`config.mk`:
```
export PLATFORM = sky130hd
export DESIGN_NAME = color_centroid_tracker
export DESIGN_NICKNAME = d
export VERILOG_FILES = /design/src/rtl/color_centroid_tracker.sv
export SDC_FILE = /design/constraint.sdc
export NUM_CORES = 1
export LEC_CHECK = 0
export ABC_CLOCK_PERIOD_IN_PS = 2810
export CORE_MARGIN = 5
export CORE_UTILIZATION = 56
export DETAILED_ROUTE_END_ITERATION = 8
export PLACE_DENSITY_LB_ADDON = 0.12
export SYNTH_ARGS = -nofsm -noshare
export SYNTH_HDL_FRONTEND = slang
export SYNTH_SLANG_ARGS = --single-unit
```
`constraint.sdc`:
```
create_clock -name clk -period 2.81 [get_ports clk]
set_clock_uncertainty 0.2 [all_clocks]
set_input_delay 0.562 -clock clk [delete_from_list [all_inputs] [get_ports clk]]
set_output_delay 0.562 -clock clk [all_outputs]
set_load 0.05 [all_outputs]
```
`src/rtl/color_centroid_tracker.sv`:
```
// Per-frame weighted centroid of one colour channel, divided serially at each frame boundary.
// Define COM_BBOX_EN to add bounding-box outputs over the weighted pixels.
module color_centroid_tracker #(
    parameter int CH_W     = 6,
    parameter int WEIGHT_W = 5,
    parameter int X_W      = 10,
    parameter int Y_W      = 10,
    parameter int ACC_W    = 32
) (
    input  logic                clk,
    input  logic                reset,
    input  logic [3*CH_W-1:0]   pixel,
    input  logic [X_W-1:0]      x,
    input  logic [Y_W-1:0]      y,
    input  logic                pixel_valid,
    input  logic                frame_start,
    input  logic [1:0]          color_select,
    input  logic [WEIGHT_W-1:0] threshold,
    output logic [X_W-1:0]      x_center,
    output logic [Y_W-1:0]      y_center,
    output logic [ACC_W-1:0]    mass,
    output logic                found,
    output logic                center_valid,
    output logic                busy,
    output logic                overrun
`ifdef COM_BBOX_EN
    ,
    output logic [X_W-1:0]      bbox_x_min,
    output logic [X_W-1:0]      bbox_x_max,
    output logic [Y_W-1:0]      bbox_y_min,
    output logic [Y_W-1:0]      bbox_y_max
`endif
);
    localparam int CNT_W = $clog2(ACC_W);
    localparam logic [CNT_W-1:0] LAST_STEP = CNT_W'(ACC_W - 1);

    typedef enum logic {ACCUM, DIVIDE} state_t;
    state_t state, nextState;

    logic [CH_W-1:0]         selCh;
    logic [WEIGHT_W-1:0]     weight, wEff;
    logic [WEIGHT_W+X_W-1:0] prodX;
    logic [WEIGHT_W+Y_W-1:0] prodY;
    logic [ACC_W-1:0]        termX, termY, termW;
    logic [ACC_W-1:0]        sumX, sumY, sumW, nextSumX, nextSumY, nextSumW;
    logic [ACC_W-1:0]        remX, quoX, remY, quoY, divisor;
    logic [2*ACC_W-1:0]      stepX, stepY;
    logic [CNT_W-1:0]        stepCnt;
    logic                    primed, snapTake, lastStep, hit;

    function automatic logic [ACC_W-1:0] satAdd(input logic [ACC_W-1:0] a, input logic [ACC_W-1:0] b);
        logic [ACC_W:0] s;
        s = {1'b0, a} + {1'b0, b};
        return s[ACC_W] ? '1 : s[ACC_W-1:0];
    endfunction

    // One restoring-division step on {remainder, dividend-shifting-into-quotient}.
    function automatic logic [2*ACC_W-1:0] divStep(input logic [ACC_W-1:0] rem, input logic [ACC_W-1:0] quo,
                                                   input logic [ACC_W-1:0] div);
        logic [ACC_W:0] trial, diff;
        trial = {rem, quo[ACC_W-1]};
        diff  = trial - {1'b0, div};
        if (trial >= {1'b0, div})
            return {diff[ACC_W-1:0], quo[ACC_W-2:0], 1'b1};
        return {trial[ACC_W-1:0], quo[ACC_W-2:0], 1'b0};
    endfunction

    always_comb begin
        case (color_select)
            2'd0:    selCh = pixel[3*CH_W-1 -: CH_W];
            2'd1:    selCh = pixel[2*CH_W-1 -: CH_W];
            default: selCh = pixel[CH_W-1:0];
        endcase
        weight   = WEIGHT_W'(selCh >> (CH_W - WEIGHT_W));
        wEff     = (weight > threshold) ? weight : '0;
        hit      = pixel_valid && (wEff != '0);
        prodX    = {{X_W{1'b0}}, wEff} * {{WEIGHT_W{1'b0}}, x};
        prodY    = {{Y_W{1'b0}}, wEff} * {{WEIGHT_W{1'b0}}, y};
        termX    = pixel_valid ? ACC_W'(prodX) : '0;
        termY    = pixel_valid ? ACC_W'(prodY) : '0;
        termW    = pixel_valid ? ACC_W'(wEff)  : '0;
        nextSumX = frame_start ? termX : satAdd(sumX, termX);
        nextSumY = frame_start ? termY : satAdd(sumY, termY);
        nextSumW = frame_start ? termW : satAdd(sumW, termW);
        stepX    = divStep(remX, quoX, divisor);
        stepY    = divStep(remY, quoY, divisor);
    end

    always_ff @(posedge clk or negedge reset) begin
        if (!reset) state <= ACCUM;
        else        state <= nextState;
    end

    always_comb begin
        nextState = state;
        case (state)
            ACCUM:  if (frame_start && primed && sumW != '0) nextState = DIVIDE;
            DIVIDE: if (stepCnt == LAST_STEP) nextState = ACCUM;
            default: nextState = ACCUM;
        endcase
    end

    always_comb begin
        busy     = (state == DIVIDE);
        snapTake = frame_start && primed && (state == ACCUM);
        lastStep = (state == DIVIDE) && (stepCnt == LAST_STEP);
    end

    // The first frame_start after reset only opens a frame: the partial frame before it is discarded.
    always_ff @(posedge clk or negedge reset) begin
        if (!reset) begin
            {sumX, sumY, sumW}                 <= '0;
            {remX, quoX, remY, quoY, divisor}  <= '0;
            stepCnt      <= '0;
            primed       <= 1'b0;
            x_center     <= '0;
            y_center     <= '0;
            mass         <= '0;
            found        <= 1'b0;
            center_valid <= 1'b0;
            overrun      <= 1'b0;
        end else begin
            sumX         <= nextSumX;
            sumY         <= nextSumY;
            sumW         <= nextSumW;
            center_valid <= 1'b0;
            if (frame_start) primed <= 1'b1;
            if (frame_start && state == DIVIDE) overrun <= 1'b1;
            if (snapTake) begin
                if (sumW == '0) begin
                    found        <= 1'b0;
                    mass         <= '0;
                    center_valid <= 1'b1;
                end else begin
                    remX    <= '0;
                    quoX    <= sumX;
                    remY    <= '0;
                    quoY    <= sumY;
                    divisor <= sumW;
                    stepCnt <= '0;
                end
            end
            if (state == DIVIDE) begin
                {remX, quoX} <= stepX;
                {remY, quoY} <= stepY;
                stepCnt      <= stepCnt + 1'b1;
                if (lastStep) begin
                    x_center     <= (|stepX[ACC_W-1:X_W]) ? '1 : stepX[X_W-1:0];
                    y_center     <= (|stepY[ACC_W-1:Y_W]) ? '1 : stepY[Y_W-1:0];
                    mass         <= divisor;
                    found        <= 1'b1;
                    center_valid <= 1'b1;
                end
            end
        end
    end

`ifdef COM_BBOX_EN
    logic [X_W-1:0] bxMin, bxMax, sxMin, sxMax;
    logic [Y_W-1:0] byMin, byMax, syMin, syMax;

    always_ff @(posedge clk or negedge reset) begin
        if (!reset) begin
            {bxMin, bxMax, byMin, byMax} <= '0;
            {sxMin, sxMax, syMin, syMax} <= '0;
            {bbox_x_min, bbox_x_max, bbox_y_min, bbox_y_max} <= '0;
        end else begin
            if (frame_start) begin
                bxMin <= hit ? x : '1;
                bxMax <= hit ? x : '0;
                byMin <= hit ? y : '1;
                byMax <= hit ? y : '0;
            end else if (hit) begin
                if (x < bxMin) bxMin <= x;
                if (x > bxMax) bxMax <= x;
                if (y < byMin) byMin <= y;
                if (y > byMax) byMax <= y;
            end
            if (snapTake) begin
                if (sumW == '0) begin
                    {bbox_x_min, bbox_x_max, bbox_y_min, bbox_y_max} <= '0;
                end else begin
                    sxMin <= bxMin;
                    sxMax <= bxMax;
                    syMin <= byMin;
                    syMax <= byMax;
                end
            end
            if (lastStep) begin
                bbox_x_min <= sxMin;
                bbox_x_max <= sxMax;
                bbox_y_min <= syMin;
                bbox_y_max <= syMax;
            end
        end
    end
`endif
endmodule
```
==> key figures <==
Run status
  • Outcome: finished, violations left
  • Failing checks: DRC, setup timing

Clocking
  • Clock-pin slew on the worst setup and hold paths: 0.07 ns
  • Skew-Pair Late Insertion Delay: 0.54 ns
  • Clock sinks: 318
  • H-Tree Depth: 2
  • CTS tree: yes
  • Root buffer cell: clkbuf_16
  • CTS buffer count: 37
  • CTS Buffer Depth: 3

Routing
  • Met1 wire length: 26800 um
  • WL/cell: 20.1 um
  • Post-route ant nets: 0
  • Wirelength, routed: 70700 um
  • Router iterations before antenna repair: 9
  • Via density per instance: 6.05
  • WL met2: 35600 um
  • DRC: 12
  • Metal3 WL: 4350 um
  • Vias: 21200
  • Initial drt markers: 1948
  • Max Used Layer: met4

Global routing
  • Largest net degree at the start of global routing: 81
  • First-pass GRT wire length: 108000 um
  • Initial antenna violation count: 1
  • Vias in the first global route: 21400
  • Total track usage: 0.297
  • GRT overflow: 0

Timing
  • Slew Limit Fails: 0
  • Unrepaired setup endpoints after global routing: true
  • Final Hold Viols: 0
  • Min Tclk post-route: 7.02 ns
  • Max-Slew Margin vs Limit: 0.288
  • Final worst-path setup slack: -4.21 ns
  • Final setup viols: 164
  • Worst-margin pin slew: 1.07 ns
  • Tcrit/Tclk final: 2.50
  • Fmax: 142 MHz

Worst setup path
  • CP Data Arrival Time: 7.25 ns
  • CP endpoint kind: register
  • CP Capture Point: sumX[19]
  • Slowest-stage cell, CP: fa_1
  • Critical Path Stages: 36
  • CP required: 3.04 ns
  • Reg-to-reg startpoint: divisor[1]
  • FF-to-FF path depth: 12
  • Crit path buffers/inverters: 8
  • Worst setup SP type: input pin
  • Crit path max fanout: 5
  • WS Path Type: input pin to register
  • Flop-to-flop setup slack: -0.46 ns
  • Top delay family on crit path: adder cells
  • RR Endpoint: remX[31]
  • Worst setup path startpoint: color_select[0]
  • Critical Path Max Stage Delay: 0.55 ns

Layout
  • Share of cells above drive strength 1: 0.341
  • Area grow syn2layout: 41.9%
  • Fin util: 0.803
  • # nets final: 3218
  • FILL cells: 2308

Place
  • GP Congestion: 0.919
  • DP HPWL: 45800 um
  • Worst slack, placed: -5.40 ns
  • IO buf count: 101

Yosys
  • Synth Flop Type: dfrtp_1
  • XOR/XNOR share of the synthesized area: 0.0492
  • Post-synthesis compound-gate area fraction: 0.214
  • Largest family of logic cells by synthesized area: compound AO/OA/AOI/OAI gates
  • Post-synth EDFFs: 0
  • Cells after synthesis: 2396
  • Post-synth ARST share: 1.00
  • Mean post-synth cell area: 9.13 um2
  • Post-synth top cells: dfrtp_1, inv_1, nand2_1
  • Area contributors post-synth: dfrtp_1, ha_1, fa_1, inv_1, nand2_1
  • Synth Area in Simple Gates: 0.159
  • Leading area contributor after synthesis: dfrtp_1
  • #FFs+latches synth: 318
  • Synth cell types: 90
  • Seq/Total Area, Yosys: 0.364
  • Mux cell area share after synthesis: 0.0163
  • Synth warn: 0
  • Area share of the largest cell type after synthesis: 0.364
  • Post-synthesis adder-cell area fraction: 0.135
  • Synthesized area: 21900 um2
  • Most frequent cell after synthesis: dfrtp_1
  • Mapped Nets: 2650

Power
  • Worst VDD drop: 0.000671 V
  • Leakage: 0.0144 uW
  • Power Dens Cells: 1280 nW/um2

Die
  • Chip width: 208 um
  • Die area: 43100 um2
  • Starting Density: 0.566
  • IO Pins: 105
  • Die Y: 208 um
  • Rows: 72
  • Core area: 38600 um2

Hold path
  • Hold WC Path Type: input pin to register

Run
  • Total of max-cap violations: 0
-- cells by family after synthesis --
kind of cell | count (synthesis)
xor+xnor | 123
buf+inv | 347
simple gates | 690
flops | 318
fa+ha+maj | 205
compound gates | 680
mux | 33
-- how the worst min path moves through the flow --
stage	start	end	slack, ns	cells past startpoint
final	frame_start	sumW[7]	0.25	2
after floorplan	reset	busy	0.07	0
after global placement	overrun	overrun	0.25	1
after CTS	frame_start	sumW[6]	0.21	2
after global routing	frame_start	sumW[7]	0.23	2
after detailed placement	overrun	overrun	0.25	1
-- worst register-to-register path: cells and delay by family, from the launching register on --
family	cells	cell delay, ns
buffers and inverters	3	0.38
AND/OR/NAND/NOR	1	0.12
flip-flops	1	0.44
adder cells (fa/ha/maj)	1	0.21
AO/OA/AOI/OAI	7	1.81
-- state kept, by name, summed over array words and instances, names as in the netlist, 5 cells and up --
| register | cells |
|---|---|
| sumW | 32 |
| sumY | 32 |
| sumX | 32 |
| remY | 32 |
| mass | 32 |
| y_center | 10 |
| x_center | 10 |
| divisor | 32 |
| stepCnt | 5 |
| quoY | 32 |
| remX | 32 |
| quoX | 32 |
-- where the power goes --
group	switching (uW)	internal [uW]	total, uW
registers	1320	6420	7740
clock network	2020	3060	5080
logic	13500	13500	27000
total	16800	23000	39800
-- routing by layer --
layer / vias to the layer above / track usage
li1: 9708 / -
met1: 10500 / 0.352
met2: 808 / 0.528
met3: 235 / 0.0481
met4: 0 / 0.138
met5: - / 0
-- cells in the final DEF (no fill, tap or decap), types with 13 or more instances in the layout --
cell type	count
o21bai_1	18
a22o_1	48
xnor2_1	65
nor4_1	18
clkbuf_16	44
nand2_1	190
nand4_1	22
dfrtp_1	314
mux2_4	13
ha_1	111
inv_2	30
buf_12	16
ha_4	34
inv_1	197
nand3_1	69
a31oi_1	24
xor2_1	53
and3_1	20
a21o_1	43
and2_4	20
nand2b_1	16
o21a_1	19
o21ai_0	100
buf_6	49
buf_4	466
fa_1	50
nor3_1	24
nand2_2	26
a222oi_1	62
o21ai_1	30
o22a_1	23
clkdlybuf4s50_1	83
a21oi_2	59
and2_1	64
o21ai_2	30
nor2_1	85
a21oi_1	85
nor2b_1	22
-- repair_timing --
item,in CTS,in global routing
hold buffers,1,0
buffers inserted,35,42
gates resized for setup,223,265
cloned,5,11
endpoints found under the setup margin,164,168
hold endpoints to repair,65,0
pin swaps,113,107
-- cell type report --
class	instances	area, um2	area share
well taps	518	648	0.0209
diodes	1	2.50	0.0000806
clock buffers	52	1080	0.0349
flip-flops and latches	318	7970	0.257
repair buffers	645	5650	0.182
multi-input cells	1733	14600	0.471
inverters	229	865	0.0278
clock inverters	15	194	0.00625
-- stage by stage --
| stage | instances | TNS, ns | hold WS (ns) | total power (uW) | area [um2] |
|---|---|---|---|---|---|
| final | 3511 | -329.21 | 0.249 | 39800 | 31000 |
| after global placement | 3361 | -425.20 | 0.245 | 28900 | 27200 |
| after floorplan | 2396 | -320.82 | 0.0664 | 21000 | 22400 |
| after global routing | 3511 | -365.57 | 0.235 | 42200 | 31000 |
| after detailed placement | 3361 | -440.90 | 0.246 | 29500 | 27200 |
| after CTS | 3467 | -311.60 | 0.214 | 35400 | 29500 |
No activity file was read; power rests on OpenSTA's default activity.
